File: src/rtl/writeback_scoreboard.sv
// Writeback scoreboard: tracks outstanding register writes from decode
// so that hazards on source operands can be detected. Each tracked
// register keeps a 2-bit pending count. A global in-flight count caps the
// total number of outstanding writes.
module writeback_scoreboard #(
   parameter int REGISTER_INDEX_WIDTH = 5,
   parameter int NUM_REGS             = 32,
   parameter int MAX_INFLIGHT         = 7
) (
   input  logic                            clk,
   input  logic                            rst_n,
   input  logic                            issue_valid,
   input  logic [REGISTER_INDEX_WIDTH-1:0] issue_idx_dst,
   output logic                            issue_ready,
   input  logic                            alu_wb_valid,
   input  logic [REGISTER_INDEX_WIDTH-1:0] alu_wb_idx,
   input  logic                            mem_wb_valid,
   input  logic [REGISTER_INDEX_WIDTH-1:0] mem_wb_idx,
   input  logic                            flush,
   input  logic [REGISTER_INDEX_WIDTH-1:0] query_idx_src_1,
   input  logic [REGISTER_INDEX_WIDTH-1:0] query_idx_src_2,
   output logic                            src_1_pending,
   output logic                            src_2_pending,
   output logic [2:0]                      inflight_count,
   output logic                            underflow_error
);

   localparam int W = REGISTER_INDEX_WIDTH;
   typedef logic [W-1:0] idx_t;

   // Indices beyond the register file alias to register 0, which is untracked.
   function automatic idx_t map_idx(input idx_t idx);
      logic [31:0] ext;
      ext = 32'(idx);
      if (ext < 32'(NUM_REGS)) begin
         map_idx = idx;
      end else begin
         map_idx = {W{1'b0}};
      end
   endfunction

   logic [1:0] cnt_q [NUM_REGS];
   logic [1:0] cnt_d [NUM_REGS];
   logic [2:0] inflight_q;
   logic [2:0] inflight_d;
   logic       underflow_q;
   logic       underflow_d;

   idx_t       iss_m_s;
   idx_t       alu_m_s;
   idx_t       mem_m_s;
   idx_t       q1_m_s;
   idx_t       q2_m_s;
   logic       iss_acc_s;
   logic       alu_hit_s;
   logic       alu_dec_s;
   logic       mem_hit_s;
   logic       mem_dec_s;
   logic [1:0] mem_base_s;

   // Decode side: admission control, writeback qualification and source queries.
   always_comb begin
      iss_m_s     = map_idx(issue_idx_dst);
      alu_m_s     = map_idx(alu_wb_idx);
      mem_m_s     = map_idx(mem_wb_idx);
      q1_m_s      = map_idx(query_idx_src_1);
      q2_m_s      = map_idx(query_idx_src_2);

      // Register 0 never saturates, so only the global cap can stall it.
      issue_ready = 1'b1;
      if (inflight_q == 3'(MAX_INFLIGHT)) begin
         issue_ready = 1'b0;
      end else if ((iss_m_s != {W{1'b0}}) && (cnt_q[iss_m_s] == 2'd3)) begin
         issue_ready = 1'b0;
      end else begin
         issue_ready = 1'b1;
      end
      iss_acc_s   = issue_valid && issue_ready && (iss_m_s != {W{1'b0}});

      // ALU writeback is retired first; the load writeback sees its effect.
      alu_hit_s   = alu_wb_valid && (alu_m_s != {W{1'b0}});
      alu_dec_s   = alu_hit_s && (cnt_q[alu_m_s] != 2'd0);
      mem_hit_s   = mem_wb_valid && (mem_m_s != {W{1'b0}});
      if (alu_dec_s && (alu_m_s == mem_m_s)) begin
         mem_base_s = cnt_q[mem_m_s] - 2'd1;
      end else begin
         mem_base_s = cnt_q[mem_m_s];
      end
      mem_dec_s   = mem_hit_s && (mem_base_s != 2'd0);

      // Queries look only at registered state; no same-cycle bypass.
      src_1_pending = (q1_m_s != {W{1'b0}}) && (cnt_q[q1_m_s] != 2'd0);
      src_2_pending = (q2_m_s != {W{1'b0}}) && (cnt_q[q2_m_s] != 2'd0);
   end

   // Next-state: flush wins; otherwise apply the net of issue and writebacks.
   always_comb begin
      cnt_d       = cnt_q;
      inflight_d  = inflight_q;
      underflow_d = underflow_q;
      if (flush) begin
         for (int r = 0; r < NUM_REGS; r++) begin
            cnt_d[r] = 2'd0;
         end
         inflight_d = 3'd0;
      end else begin
         cnt_d[0] = 2'd0;
         for (int r = 1; r < NUM_REGS; r++) begin
            cnt_d[r] = cnt_q[r]
                     + {1'b0, (iss_acc_s && (iss_m_s == idx_t'(r)))}
                     - {1'b0, (alu_dec_s && (alu_m_s == idx_t'(r)))}
                     - {1'b0, (mem_dec_s && (mem_m_s == idx_t'(r)))};
         end
         inflight_d  = inflight_q + {2'b00, iss_acc_s}
                     - {2'b00, alu_dec_s} - {2'b00, mem_dec_s};
         underflow_d = underflow_q | (alu_hit_s & ~alu_dec_s)
                     | (mem_hit_s & ~mem_dec_s);
      end
   end

   // State registers with asynchronous clear.
   always_ff @(posedge clk or negedge rst_n) begin
      if (!rst_n) begin
         for (int r = 0; r < NUM_REGS; r++) begin
            cnt_q[r] <= 2'd0;
         end
         inflight_q  <= 3'd0;
         underflow_q <= 1'b0;
      end else begin
         for (int r = 0; r < NUM_REGS; r++) begin
            cnt_q[r] <= cnt_d[r];
         end
         inflight_q  <= inflight_d;
         underflow_q <= underflow_d;
      end
   end

   assign inflight_count  = inflight_q;
   assign underflow_error = underflow_q;

endmodule

File: config.mk
export PLATFORM = sky130hd
export DESIGN_NAME = writeback_scoreboard
export DESIGN_NICKNAME = d
export VERILOG_FILES = /design/src/rtl/writeback_scoreboard.sv
export SDC_FILE = /design/constraint.sdc
export NUM_CORES = 1
export LEC_CHECK = 0
export CORE_ASPECT_RATIO = 1.25
export CORE_UTILIZATION = 35
export CTS_CLUSTER_SIZE = 12
export DETAILED_ROUTE_END_ITERATION = 8
export GPL_ROUTABILITY_DRIVEN = 1
export GPL_TIMING_DRIVEN = 0
export PLACE_DENSITY_LB_ADDON = 0.12
export SYNTH_ARGS = -nofsm -noshare
export SYNTH_HDL_FRONTEND = slang
export SYNTH_SLANG_ARGS = --single-unit
export TNS_END_PERCENT = 50
File: constraint.sdc
create_clock -name clk -period 3.6 [get_ports clk]
set_input_delay 0.72 -clock clk [delete_from_list [all_inputs] [get_ports clk]]
set_output_delay 0.72 -clock clk [all_outputs]
set_load 0.03 [all_outputs]
=== Word level (Yosys, flattened, before mapping) ===
Cells that the tools add are included.

* Mux-type cells: 20
* Order comparisons: 5
* Bitwise logic cells: 11
* Add/sub/neg operators: 97
* Reductions and logical operators: 112
* Equal/unequal tests: 96

{| class="wikitable"
|+ Operators by type and width
! operator !! number
|-
| $eq A5 B5 Y1 const B || 48
|-
| $sub A2 B1 Y2 || 62
|-
| $eq A5 B4 Y1 const B || 24
|-
| $logic_and A1 B1 Y1 || 103
|-
| $add A2 B1 Y2 || 31
|-
| $mux W62 || 1
|-
| $eq A5 B3 Y1 const B || 12
|-
| $bmux W2 S5 || 5
|-
| $eq A5 B2 Y1 const B || 6
|-
| $ge A6 B6 Y1 const B || 5
|-
| $not A5 Y6 || 5
|-
| $reduce_bool A5 Y1 || 5
|-
| $mux W2 || 11
|-
| $eq A5 B1 Y1 const B || 3
|-
| $reduce_bool A2 Y1 || 4
|-
| $sub A3 B1 Y3 || 2
|-
| $eq A5 B5 Y1 || 1
|-
| $add A3 B1 Y3 || 1
|-
| $eq A3 B3 Y1 const B || 1
|-
| $mux W3 || 1
|-
| $and A1 B1 Y1 || 2
|-
| $eq A2 B2 Y1 const B || 1
|-
| $mux W1 || 2
|-
| $not A1 Y1 || 2
|-
| 2 further kinds || 3
|}

* Logic and storage cells: 375
* Register bits: 68
* Input bits: 31
* Output and inout port bits: 7

=== Depth between registers and ports, before layout ===
* Word-level depth: 15
* Gate-level depth with buffers: 15
* Depth with buffers taken out: 12

=== Worst setup path after synthesis ===
OpenSTA, ideal clock, no wires.

* Kind: input -> register
* Start point: in mem_wb_idx[0]
* End point: reg cnt_q[61] (netlist name)
* Data required time: 3468 ps
* Library setup time: 132 ps
* Arrival: 3163 ps
* Buffers on the path: 2
* Slack: 305 ps
* Stages on the path: 14
* Cell sequence: buf_4 -> buf_6 -> mux4_2 -> mux2i_1 -> nand2_1 -> nand3_1 -> o21ai_1 -> and4_1 -> fa_1 -> inv_1 -> ha_1 -> xor2_1 -> xnor2_1 -> nor2_1

{| class="wikitable"
|+ RTL lines
! element !! line !! text
|-
| start, declared || 18 || <nowiki>input logic [REGISTER_INDEX_WIDTH-1:0] mem_wb_idx,</nowiki>
|-
| end signal, assigned by index || 131 || <nowiki>cnt_q[r] <= cnt_d[r];</nowiki>
|-
| end, declared || 42 || <nowiki>logic [1:0] cnt_q [NUM_REGS];</nowiki>
|}

==> results by group <==
Critical path
  • Crit path DAT: 3.73 ns
  • Startpoint Class: input port
  • CP bufs+invs: 5
  • Delay of the slowest critical-path stage: 0.47 ns
  • Crit Path Max Fanout: 10
  • Sequence of cells on the critical path: dlygate4sd2_1, buf_6, clkbuf_4, nor3_1, o21bai_1, and4_1, buf_4, nor4b_4, buf_4, nand3_2, fa_1, ha_1, xnor2_2, xnor2_1, nor2_1
  • WS Path Type: input port to register
  • CP max-delay cell: fa_1
  • CP required: 3.81 ns
  • Cell repeated most along the worst path: buf_4
  • Crit. End Element: register
  • Top delay family on crit path: buffers and inverters

CTS
  • Root Buffer: clkbuf_16
  • Total CTS buffers: 9
  • Worst-path clk slew: 0.06 ns
  • # clock sinks: 66
  • H-tree depth: 3
  • CTS Hold Bufs: 0
  • Clk_lat worst skew: 0.36 ns
  • CTS tree: yes
  • Clk buf depth: 2

Logic synthesis
  • Adder-Cell Fraction of Synth Area: 0.161
  • Share of the synthesized area in compound gates (AO/OA/AOI/OAI): 0.0725
  • Share of synthesized flip-flops with an asynchronous set or reset: 1.00
  • Netlist cell types: 54
  • Seq/Total Area, Yosys: 0.250
  • Dominant cells by area after synthesis: dfrtp_1, mux4_2, fa_1
  • #FFs+latches synth: 66
  • Post-Syn Instances: 693
  • EDFF count, synth: 0
  • Share of the synthesized area in the top cell type: 0.250
  • Post-synthesis mux area share: 0.123
  • Synth Area in Simple Gates: 0.255
  • Cell type with the highest aggregate area in the netlist: dfrtp_1
  • Synth Net Count: 790
  • Post-synthesis xor/xnor area fraction: 0.0914
  • Largest family of logic cells by synthesized area: simple AND/OR/NAND/NOR gates
  • Synthesis warning total: 0
  • Synthesized area: 6610 um^2
  • Syn Area/Cell: 9.54 um^2
  • Top FF cell, synth: dfrtp_1

STA
  • Achievable clock frequency: 0.284 GHz
  • Clk_skew: 0.00820 ns
  • RSZ-0062 raised after global routing: yes
  • Period utilisation layout: 0.978
  • Worst slew pin tran: 0.795 ns
  • Max Slew Vio Count: 0
  • Post-Route Setup TNS: 0 ns
  • Fin crit period: 3.52 ns
  • Worst rel slew slack: 0.470
  • Hold WS: 0.366 ns
  • # setup viols final: 0
  • Final hold vios: 0

Floorplan
  • Cell Rows: 55
  • # IOs: 38
  • Full die area: 19,500 um^2
  • Die Wd: 125 um
  • Core region area: 18,300 um^2
  • DIE HEIGHT: 156 um
  • Starting density of the core: 0.361

Job
  • Max cap viols: 0

GRT
  • Largest net degree at the start of global routing: 67
  • Vias in the first global route: 6,093
  • Grt ovf: 0
  • Total GRT Usage: 0.270
  • Met1 Resource Use GR: 0.334
  • First-pass GRT wire length: 38.1 mm
  • Top Usage Layer GRT: met2
  • Met2 usage: 0.459
  • GRT met3 Usage: 0.0343
  • Initial antenna violation count: 0

Pwr
  • Power Total: 2.27 mW
  • Leak: 3.08 nW
  • Pwr/cell area: 290 nW/um^2
  • Peak supply drop: 213 uV

Outcome
  • Status: finished with violations
  • Failing checks: design-rule violations

Cells and area
  • # nets final: 840
  • Fin area: 7850 um^2
  • Final Core Density: 0.429
  • Layout cells sized above 1: 0.191
  • N_diodes: 0
  • Commonest non-fill, non-tap cell in the layout: nor2_1
  • Most used cells in the layout excluding fill and tap cells: nor2_1, dfrtp_1, nand2_1, xnor2_1, nor2b_1
  • Layout area overhead: 18.7%

Detailed routing
  • Via density: 6.02
  • WL/cell: 25.7 um
  • DRT iter0 DRCs: 543
  • Post-route DRC: 6
  • Drt pass-1 iters: 7
  • DRT antenna net count: 0
  • Total Wirelength: 25.0 mm
  • Via count: 5,865

Placement
  • Area after DPL: 7200 um^2
  • Post-DP HPWL: 19.4 mm
  • Count of input and output buffers: 28
  • Placer Congestion: 0.949

Min path
  • Worst hold-check path type: input port to async pin
## layout make-up
type	count	area, um^2
Tap cell	228	285
Sequential cell	66	1650
Clock inverter	2	12.5
Clock buffer	13	260
Multi-Input combinational cell	565	4840
Timing Repair Buffer	41	389
Inverter	8	30.0
Buffer	52	377
Fill cell	1802	10500
## stage by stage
stage / worst slack [ns] / std cells
final: 0.0801 / 975
after global routing: -0.0270 / 975
after floorplan: 0.305 / 693
after detailed placement: -1.11 / 950
after CTS: 0.00119 / 973
after global placement: -1.15 / 949
## flip-flops by register name, indices dropped and copies added, names as in the netlist
| register | flops |
|---|---|
| inflight_count | 3 |
| cnt_q | 62 |
| underflow_error | 1 |
## kinds of logic (layout without fill, tap and decap cells)
logic type / after synthesis / after routing
AOI/OAI and AO/OA: 70 / 70
xor gates and xnor gates: 69 / 69
adders and majority gates: 66 / 66
buffers and inverters: 62 / 116
DFF: 66 / 66
muxes: 40 / 40
and+or+nand+nor: 320 / 320
## metal layers
| metal | wire, um | vias up |
|---|---|---|
| li1 | - | 2567 |
| met1 | 9790 | 2929 |
| met2 | 12000 | 291 |
| met3 | 1720 | 78 |
| met4 | 1480 | 0 |
| met5 | 0 | - |
## power breakdown
part / internal [mW] / total (mW) / switching (mW)
Combinational: 0.237 / 0.591 / 0.354
Clock: 0.500 / 0.868 / 0.368
Sequential: 0.770 / 0.815 / 0.0442
Total: 1.51 / 2.27 / 0.766
## worst reg2reg max path, cell delays in order (launching register included)
cell and delay, ns:
dfrtp_1 0.50, nor2_1 0.16, o221ai_1 0.25, nand4_1 0.11, and4_1 0.20, buf_4 0.19
nor4b_4 0.39, buf_4 0.18, nand3_2 0.10, fa_1 0.47, ha_1 0.22, xnor2_2 0.16
xnor2_1 0.13, nor2_1 0.05
## cell usage after synthesis (all sizes together), types with 27 or more instances
cell type / n
buf: 32
dfrtp: 66
fa: 32
ha: 34
mux4: 33
nand2: 57
nand3: 27
nand4: 32
nor2: 77
nor2b: 44
nor3: 34
o21ai: 27
xnor2: 65
## repair_timing
item | in CTS | in global routing
gates cloned | 1 | 0
setup endpoints to repair | 68 | 50
setup buffers | 8 | 3
resized for setup | 69 | 30
pin swaps | 11 | 9
## final timing paths
check / from / slack (ns) / depth (start not counted) / endpoint
max: alu_wb_idx[2] / 0.08 / 15 / cnt_q[33]$_DFF_PN0_
min: rst_n / 0.37 / 2 / cnt_q[61]$_DFF_PN0_
max reg2reg: cnt_q[39]$_DFF_PN0_ / 0.36 / 13 / cnt_q[33]$_DFF_PN0_
min reg2reg: underflow_error$_DFFE_PN0N_ / 0.49 / 2 / underflow_error$_DFFE_PN0N_
max in group asynchronous: rst_n / 2.92 / 2 / cnt_q[17]$_DFF_PN0_
min in group clk: underflow_error$_DFFE_PN0N_ / 0.49 / 2 / underflow_error$_DFFE_PN0N_
Power figures use the tool's default switching activity.
